<file path="src/rtl/render_ctrl.sv">
// render_ctrl: sequences one CLEAR/DRAW command and muxes the active engine onto the framebuffer write port.
// Latency: fb_we/fb_addr/fb_data/clear_enable/draw_stall are combinational; op_done/op_err/draw_start are registered (+1 cycle).
// Backpressure: fb_ready low holds clear counters or the draw pixel; cmd_ready low (command held upstream) while busy.
// Optional draw watchdog enabled by defining RENDER_WDOG_EN; the default build has no watchdog.
module render_ctrl #(
    parameter int SCR_W       = 320,
    parameter int SCR_H       = 240,
    parameter int ADDR_W      = 17,
    parameter int COLOR_W     = 8,
    parameter int WDOG_CYCLES = 1024
) (
    input  logic               clk,
    input  logic               n_rst,
    // command interface
    input  logic               cmd_valid,
    input  logic [1:0]         cmd_op,
    input  logic [COLOR_W-1:0] cmd_color,
    output logic               cmd_ready,
    // clear scan engine
    output logic               clear_enable,
    input  logic               clear_done,
    input  logic [8:0]         cx,
    input  logic [7:0]         cy,
    // draw engine
    output logic               draw_start,
    input  logic               draw_valid,
    input  logic [8:0]         dx,
    input  logic [7:0]         dy,
    output logic               draw_stall,
    input  logic               draw_done,
    output logic               draw_abort,
    // framebuffer write port
    output logic               fb_we,
    output logic [ADDR_W-1:0]  fb_addr,
    output logic [COLOR_W-1:0] fb_data,
    input  logic               fb_ready,
    // status
    output logic               busy,
    output logic               op_done,
    output logic               op_err
);

    typedef enum logic [1:0] {
        ST_IDLE  = 2'd0,
        ST_CLEAR = 2'd1,
        ST_DRAW  = 2'd2
    } state_t;

    state_t             state_q, state_d;
    logic [COLOR_W-1:0] color_q, color_d;
    logic               op_done_q, op_done_d;
    logic               op_err_q, op_err_d;
    logic               draw_start_q, draw_start_d;

    logic [8:0]         pix_x;
    logic [7:0]         pix_y;
    logic [ADDR_W-1:0]  x_ext;
    logic [ADDR_W-1:0]  y_ext;
    logic               draw_in_bounds;
    logic               draw_accept;
    logic               wdog_hit;

    // A draw pixel is consumed whenever the port is ready, even if it is dropped as off-screen.
    assign draw_in_bounds = (int'(dx) < SCR_W) && (int'(dy) < SCR_H);
    assign draw_accept    = (state_q == ST_DRAW) && draw_valid && fb_ready;

    // Port mux: the active engine owns the write strobe and the pixel coordinates.
    always_comb begin
        clear_enable = 1'b0;
        draw_stall   = 1'b0;
        fb_we        = 1'b0;
        pix_x        = '0;
        pix_y        = '0;
        unique case (state_q)
            ST_CLEAR: begin
                clear_enable = fb_ready;
                fb_we        = fb_ready;
                pix_x        = cx;
                pix_y        = cy;
            end
            ST_DRAW: begin
                draw_stall = !fb_ready;
                fb_we      = draw_valid && fb_ready && draw_in_bounds;
                pix_x      = dx;
                pix_y      = dy;
            end
            default: begin
                clear_enable = 1'b0;
            end
        endcase
    end

    assign x_ext = ADDR_W'(pix_x);
    assign y_ext = ADDR_W'(pix_y);

    // Linear address y*SCR_W + x; the 320-wide screen uses a shift-add (256 + 64).
    generate
        if (SCR_W == 320) begin : g_addr_320
            assign fb_addr = (y_ext << 8) + (y_ext << 6) + x_ext;
        end else begin : g_addr_mul
            assign fb_addr = (y_ext * ADDR_W'(SCR_W)) + x_ext;
        end
    endgenerate

    assign fb_data   = fb_we ? color_q : '0;
    assign cmd_ready = (state_q == ST_IDLE);
    assign busy      = (state_q != ST_IDLE);

`ifdef RENDER_WDOG_EN
    localparam int WDOG_W = $clog2(WDOG_CYCLES + 1);

    logic [WDOG_W-1:0] wdog_cnt_q, wdog_cnt_d;

    // Idle-cycle counter: cleared outside DRAW (so it starts at 0 on entry) and on every consumed pixel.
    always_comb begin
        wdog_cnt_d = '0;
        if ((state_q == ST_DRAW) && !draw_accept) begin
            wdog_cnt_d = wdog_cnt_q + 1'b1;
        end
    end

    // The counter value equals the number of idle DRAW cycles already seen, so the limit is hit on cycle WDOG_CYCLES.
    assign wdog_hit   = (state_q == ST_DRAW) && !draw_accept && !draw_done &&
                        (wdog_cnt_q == WDOG_W'(WDOG_CYCLES - 1));
    assign draw_abort = wdog_hit;

    // Watchdog counter register.
    always_ff @(posedge clk or negedge n_rst) begin
        if (!n_rst) begin
            wdog_cnt_q <= '0;
        end else begin
            wdog_cnt_q <= wdog_cnt_d;
        end
    end
`else
    assign wdog_hit   = 1'b0;
    assign draw_abort = 1'b0;
`endif

    // Command sequencing: next state, latched colour and the completion/error pulses.
    always_comb begin
        state_d      = state_q;
        color_d      = color_q;
        op_done_d    = 1'b0;
        op_err_d     = 1'b0;
        draw_start_d = 1'b0;
        unique case (state_q)
            ST_IDLE: begin
                if (cmd_valid) begin
                    color_d = cmd_color;
                    unique case (cmd_op)
                        2'd1: state_d = ST_CLEAR;
                        2'd2: begin
                            state_d      = ST_DRAW;
                            draw_start_d = 1'b1;
                        end
                        2'd3: op_err_d = 1'b1;
                        default: state_d = ST_IDLE;
                    endcase
                end
            end
            ST_CLEAR: begin
                if (clear_done) begin
                    state_d   = ST_IDLE;
                    op_done_d = 1'b1;
                end
            end
            ST_DRAW: begin
                // A pixel presented alongside draw_done is written this cycle by the port mux.
                if (draw_done) begin
                    state_d   = ST_IDLE;
                    op_done_d = 1'b1;
                end else if (wdog_hit) begin
                    state_d  = ST_IDLE;
                    op_err_d = 1'b1;
                end
            end
            default: state_d = ST_IDLE;
        endcase
    end

    // FSM state and registered outputs.
    always_ff @(posedge clk or negedge n_rst) begin
        if (!n_rst) begin
            state_q      <= ST_IDLE;
            color_q      <= '0;
            op_done_q    <= 1'b0;
            op_err_q     <= 1'b0;
            draw_start_q <= 1'b0;
        end else begin
            state_q      <= state_d;
            color_q      <= color_d;
            op_done_q    <= op_done_d;
            op_err_q     <= op_err_d;
            draw_start_q <= draw_start_d;
        end
    end

    assign op_done    = op_done_q;
    assign op_err     = op_err_q;
    assign draw_start = draw_start_q;

endmodule

</file>
<file path="config.mk">
export PLATFORM = sky130hd
export DESIGN_NAME = render_ctrl
export DESIGN_NICKNAME = d
export VERILOG_FILES = /design/src/rtl/render_ctrl.sv
export SDC_FILE = /design/constraint.sdc
export NUM_CORES = 1
export LEC_CHECK = 0
export BUFFER_PORTS_ARGS = -buffer_cell sky130_fd_sc_hd__clkbuf_2
export CAP_MARGIN = 10
export CORE_ASPECT_RATIO = 2
export CORE_MARGIN = 5
export CORE_UTILIZATION = 25
export CTS_BUF_LIST = sky130_fd_sc_hd__clkbuf_16
export DETAILED_ROUTE_END_ITERATION = 6
export GPL_TIMING_DRIVEN = 0
export PLACE_DENSITY = 0.52
export REMOVE_ABC_BUFFERS = 1
export SETUP_SLACK_MARGIN = 0.4
export SYNTH_ARGS = -nofsm -noshare
export SYNTH_HDL_FRONTEND = slang
export SYNTH_SLANG_ARGS = --single-unit
</file>
<file path="constraint.sdc">
create_clock -name clk -period 14.95 [get_ports clk]
set_input_delay 4.485 -clock clk [delete_from_list [all_inputs] [get_ports clk]]
set_output_delay 4.485 -clock clk [all_outputs]
set_load 0.005 [all_outputs]
</file>
# After elaboration in Yosys (flattened, before gate mapping)
# Cells that the tools add are included.
[classes]
mux = 20
eq_ne = 9
shifts = 0
mul = 0
div_mod_pow = 0
bitwise = 0
n_reduce_logical = 8
n_addsub = 2
n_lt_le_gt_ge = 2
[op_table]
columns = ["operator", "n"]
rows = [
  ["case mux 9 bit (2 select lines)", 1],
  ["adder 16 x 14 -> 17 bit", 1],
  ["adder 17 x 9 -> 17 bit", 1],
  ["case mux 8 bit (2 select lines)", 1],
  ["case mux 2 bit (3 select lines)", 2],
  ["two-way mux 1 bit", 10],
  ["less-than comparator 9 bit, second input constant", 1],
  ["less-than comparator 8 bit, second input constant", 1],
  ["two-way mux 8 bit", 1],
  ["!= test 2 bit, second input constant", 4],
  ["== test 2 bit, second input constant", 3],
  ["two-way mux 2 bit", 3],
  ["== test 2 x 1 -> 1 bit, second input constant", 2],
  ["case mux 1 bit (2 select lines)", 2],
  ["AND reduction 4 bit", 1],
  ["logical AND 1 bit", 3],
  ["logical NOT 2 bit", 1],
  ["AND reduction 2 bit", 1],
  ["nonzero test 2 bit", 1],
  ["logical NOT 1 bit", 1],
]
[word_totals]
regBits = 13
out_inout_bits = 34
latchBits = 0
input_bits = 51
wordCells = 46
rom_bits = 0
n_memories = 0
ram_bits = 0

# Depth between registers and ports, before layout
[depth]
depth_word = 5
depth_mapped = 13
ltp_nobuf = 11

# Least setup slack after synthesis
# OpenSTA, ideal clock, no wires.
[synth_timing]
path_kind = "input port to output port"
start = "in cy[2]"
end = "out fb_addr[14]"
path_buffers = 0
stages = 8
t_arrival_ns = 6.409
slack_ns = 4.056
t_required_ns = 10.465
path_cell_list = "a22oi_1 nor2b_1 fa_1 ha_1 a21o_1 a21o_1 a41o_1 a311oi_2"
[synth_via]
elab_chain_cells = 3
[synth_rtl]
columns = ["item", "line", "rtl"]
rows = [
  ["start, declared", "23", "input logic [7:0] cy,"],
  ["case mux 8 bit (2 select lines)", "74", "unique case (state_q)"],
  ["adder 16 x 14 -> 17 bit", "99", "assign fb_addr = (y_ext << 8) + (y_ext << 6) + x_ext;"],
  ["adder 17 x 9 -> 17 bit", "99", ""],
  ["end, declared", "34", "output logic [ADDR_W-1:0] fb_addr,"],
]
# No other way between the ends.

# Worst setup path after layout
[layout_timing]
start = "in cy[2]"
end = "out fb_addr[15]"
# The elaborated chain is that of the path after synthesis.

==> results summary <==
The highest net fanout along the worst path came out at 2. The power consumption is between 0.2 and 0.25 mW. The level count of the clock H-tree is 1.

The global-route wire length before repair came out at 6870 um. The total routing resource utilization after global routing came out at 12.0%. Cells with a size suffix above 1 make up a little over two fifths of the layout. 0 antenna diodes ended up in the layout. The detailed placement HPWL came out at approximately 3600 um. The DRC violation total after the first TritonRoute iteration is 44. The most used flip-flop cell after synthesis is sky130_fd_sc_hd__dfrtp_1. The path depth of the worst reg2reg path is 6. The worst-case clock buffer depth is 2. The proportion of register bits with asynchronous set or reset after synthesis is 100%. The final period utilization came out at 75.9%.

The number of global-route vias before repair came out at 1431. Of the total power, combinational logic draws 54.4%. The total count of max-transition violations in the final report is 0. The largest area contributor in the synthesized netlist is sky130_fd_sc_hd__dfrtp_1. The slack of the worst reg-to-reg path is around 13 ns.

The most common cell in the synthesized netlist is sky130_fd_sc_hd__nor2b_1. Per report_power, the clock group accounts for 21.8% of the total. The headroom to the max-slew limit is approximately 47%. After synthesis the netlist holds a flip-flop and latch count of 13. For this design the static power due to leakage is between 1 and 1.5 nW. The number of rows in the core area is 38. The share of power burned in registers is 23.8%.

The number of enable flip-flop cells after synthesis came out at 0. The count of buffers added on input and output ports is 83. The clock transition at the register clock pins on the worst setup and hold paths after CTS is 0.04 ns. For this run, design rule violations remaining after detail routing come to 0. The max-capacitance violation count is 0.

The count of nets left with antenna violations once routing finished came out at 0. The number of ports placed on the die boundary is 85. In this run the standard cell core region covers between 0.005 and 0.006 mm^2.

The CTS tree is built. The number of sinks on the clock net came out at 13. The final-report setup violation count came out at 0. Summing the sequential cell areas from Yosys gives around a quarter of the chip area. The end point of the critical path is fb_addr[15]. The total of cells resized after clock tree synthesis is 0. The count of mapped cells out of synthesis came out at ~150. The internal power is ~0.14 mW.

The slew of the pin with the lowest slew margin came out at 0.788 ns. The mean number of vias per cell is around 4.7. The final routed wire length divided by cell count is 14.7 um.

The die outline width is between 60 and 70 um. The die area came out at 0.00714 mm^2. The worst hold path belongs to the class flop to flop. The vias after detailed routing is about 1400. Setup repair after global routing left no endpoint under its margin. The synthesized area per cell came out at 9.24 um^2. The synthesized netlist occupies a cell area of around 0.0014 mm^2. After the last flow step, the layout net total stands at between 300 and 400. For this block, the routed nets add up to approximately 4200 um of wire. The peak supply drop came out at about 85 uV. The arrival time at the worst endpoint came out at 6.86 ns.

The worst setup path is of the input pin to output port kind. The final critical-path required period came out at 11.35 ns. In this run the power density over the cells is between 100 and 150 mW/mm^2.

The synthesized design devotes to its leading area cell type between 20% and 30% of total area. The area added between synthesis and finish is 39.3%. The required time of the worst setup path is roughly 10 ns. STA classifies the critical path endpoint as an output port. The standard cell area after detailed placement came out at 0.00183 mm^2. The pin count of the biggest net entering global routing came out at 21. The run finished with clean final reports. The die height is between 100 and 150 um.

The number of hold violations in the final report is 0. During synthesis, Yosys emitted a total of 0 warnings. The most critical setup path has its startpoint at cy[2]. The number of antenna violations at the first check in global routing came to 0. The tree is rooted in a sky130_fd_sc_hd__clkbuf_16. The setup TNS after final layout is 0 ns. The unique cell type count in the Yosys netlist is 32. Ranked by instance count, the synthesized netlist is headed by sky130_fd_sc_hd__nor2b_1 (20), sky130_fd_sc_hd__a22oi_1 (18), sky130_fd_sc_hd__ha_1 (18), sky130_fd_sc_hd__dfrtp_1 (13), sky130_fd_sc_hd__and2_1 (10).

The maximum clock frequency is about 88 MHz. The hold-fix buffer count after cts came out at 0. The number of setup buffers added after CTS came out at 0. The proportion of total power due to net switching came out at 37.1%. By area the synthesized netlist is led by sky130_fd_sc_hd__dfrtp_1 (24%), sky130_fd_sc_hd__ha_1 (16%), sky130_fd_sc_hd__a22oi_1 (9.9%), sky130_fd_sc_hd__nor2b_1 (9.1%), sky130_fd_sc_hd__mux2_2 (6.6%).

The number of detailed-route iterations in the first pass is 4. The switching power is 0.0854 mW. For this configuration, the core starts out at a cell density of around 25%. The total overflow left after global routing is 0.

The endpoint identified for the worst register-to-register timing path is state_q[0]. In this run the critical register-to-register path is launched from state_q[0]. In this run, CTS created clock tree buffers numbering 3. The clock arrives with between 0.001 and 0.0015 ns of skew. The worst-skew pair later-pin latency is 0.24 ns. After routing the design area is between 0.0015 and 0.002 mm^2. The routability congestion estimate came out at 0.750. The startpoint kind of the worst setup timing path is an input pin.

After filler insertion, the fill cell instance count of the layout stands at between 500 and 600.
## cells by family after synthesis
| group | count (synthesis) | share of synthesized area, % |
|---|---|---|
| and+or+nand+nor | 46 | 18.9 |
| AOI/OAI and AO/OA | 39 | 22.4 |
| adders and majority gates | 20 | 19.4 |
| buffers and inverters | 15 | 4.76 |
| DFF | 13 | 23.8 |
| muxes | 8 | 6.59 |
| xor gates and xnor gates | 6 | 3.84 |
| other | 1 | 0.274 |
## final cells by class
type / count / area [um^2] / area share, %
clock buffer: 3 / 75.1 / 3.94
clock inverter: 1 / 3.75 / 0.197
multi-input combinational: 120 / 977 / 51.3
timing repair buffer: 83 / 415 / 21.8
tap: 60 / 75.1 / 3.94
inverter: 9 / 33.8 / 1.77
sequential: 13 / 325 / 17.1
## worst max-delay path: stages
cell	delay [ns]
sky130_fd_sc_hd__clkbuf_2	0.07
sky130_fd_sc_hd__a22oi_1	0.07
sky130_fd_sc_hd__nor2b_1	0.29
sky130_fd_sc_hd__fa_1	0.49
sky130_fd_sc_hd__fa_1	0.47
sky130_fd_sc_hd__a21oi_1	0.26
sky130_fd_sc_hd__o22ai_1	0.18
sky130_fd_sc_hd__o41ai_2	0.25
sky130_fd_sc_hd__xnor2_1	0.16
sky130_fd_sc_hd__clkbuf_2	0.13
## flip-flops by register name (all words and copies together) (netlist names)
register,flops
color_q,8
draw_start,1
op_done,1
op_err,1
state_q,2
## through the flow
step / instances / setup slack (ns) / hold WS (ns) / util [%]
finish: 289 / 3.60 / 0.491 / 35.5
CTS: 289 / 3.53 / 0.495 / 35.5
detailed placement: 285 / 3.52 / 0.484 / 34.0
global route: 289 / 3.45 / 0.499 / 35.5
floorplan: 142 / 4.05 / 0.471 / -
global placement: 285 / 3.57 / 0.480 / 34.0
## cell usage in the layout, fill, tap and decap left out
cell and n:
sky130_fd_sc_hd__ha_1 18, sky130_fd_sc_hd__a311oi_2 1, sky130_fd_sc_hd__nand4_1 2, sky130_fd_sc_hd__o41ai_2 1, sky130_fd_sc_hd__a21o_1 2, sky130_fd_sc_hd__mux2_2 8
sky130_fd_sc_hd__conb_1 1, sky130_fd_sc_hd__a41o_1 1, sky130_fd_sc_hd__nor2b_1 20, sky130_fd_sc_hd__o21bai_1 1, sky130_fd_sc_hd__xnor2_1 4, sky130_fd_sc_hd__clkbuf_16 3
sky130_fd_sc_hd__inv_1 10, sky130_fd_sc_hd__a21oi_2 2, sky130_fd_sc_hd__fa_1 2, sky130_fd_sc_hd__clkbuf_2 83, sky130_fd_sc_hd__o22ai_2 1, sky130_fd_sc_hd__a21oi_1 3
sky130_fd_sc_hd__a22oi_1 18, sky130_fd_sc_hd__nor3b_1 1, sky130_fd_sc_hd__xor2_1 2, sky130_fd_sc_hd__dfrtp_1 13, sky130_fd_sc_hd__nand2_1 6, sky130_fd_sc_hd__nand3_1 2
sky130_fd_sc_hd__a21boi_1 1, sky130_fd_sc_hd__nor2_1 5, sky130_fd_sc_hd__o21a_1 1, sky130_fd_sc_hd__a22o_1 2, sky130_fd_sc_hd__o21ai_0 1, sky130_fd_sc_hd__o22ai_1 4
sky130_fd_sc_hd__and2_1 10
## routing by layer
layer	track usage, %	part of all wire [%]	up-vias
met5	0	0	-
met3	2.75	7.4	7
met2	23.8	56	59
met1	11.0	35	615
met4	5.81	2.1	0
li1	-	-	691
## power by group through the flow
stage	sequential [mW]	combinational (mW)	clock (mW)
2_1_floorplan	0.0539	0.0826	0
3_3_place_gp	0.0550	0.128	0
3_5_place_dp	0.0554	0.129	0
4_1_cts	0.0550	0.129	0.0518
5_1_grt	0.0568	0.143	0.0529
6_report	0.0547	0.125	0.0503
## worst min-delay path by stage
stage	start	to	slack [ns]	cells past startpoint
floorplan	color_q[0]	color_q[0]	0.47	1
global placement	color_q[2]	color_q[2]	0.48	1
detailed placement	color_q[3]	color_q[3]	0.48	1
CTS	color_q[3]	color_q[3]	0.49	1
global route	color_q[0]	color_q[0]	0.50	1
finish	color_q[3]	color_q[3]	0.49	1
(Power assumes the default switching activity.)
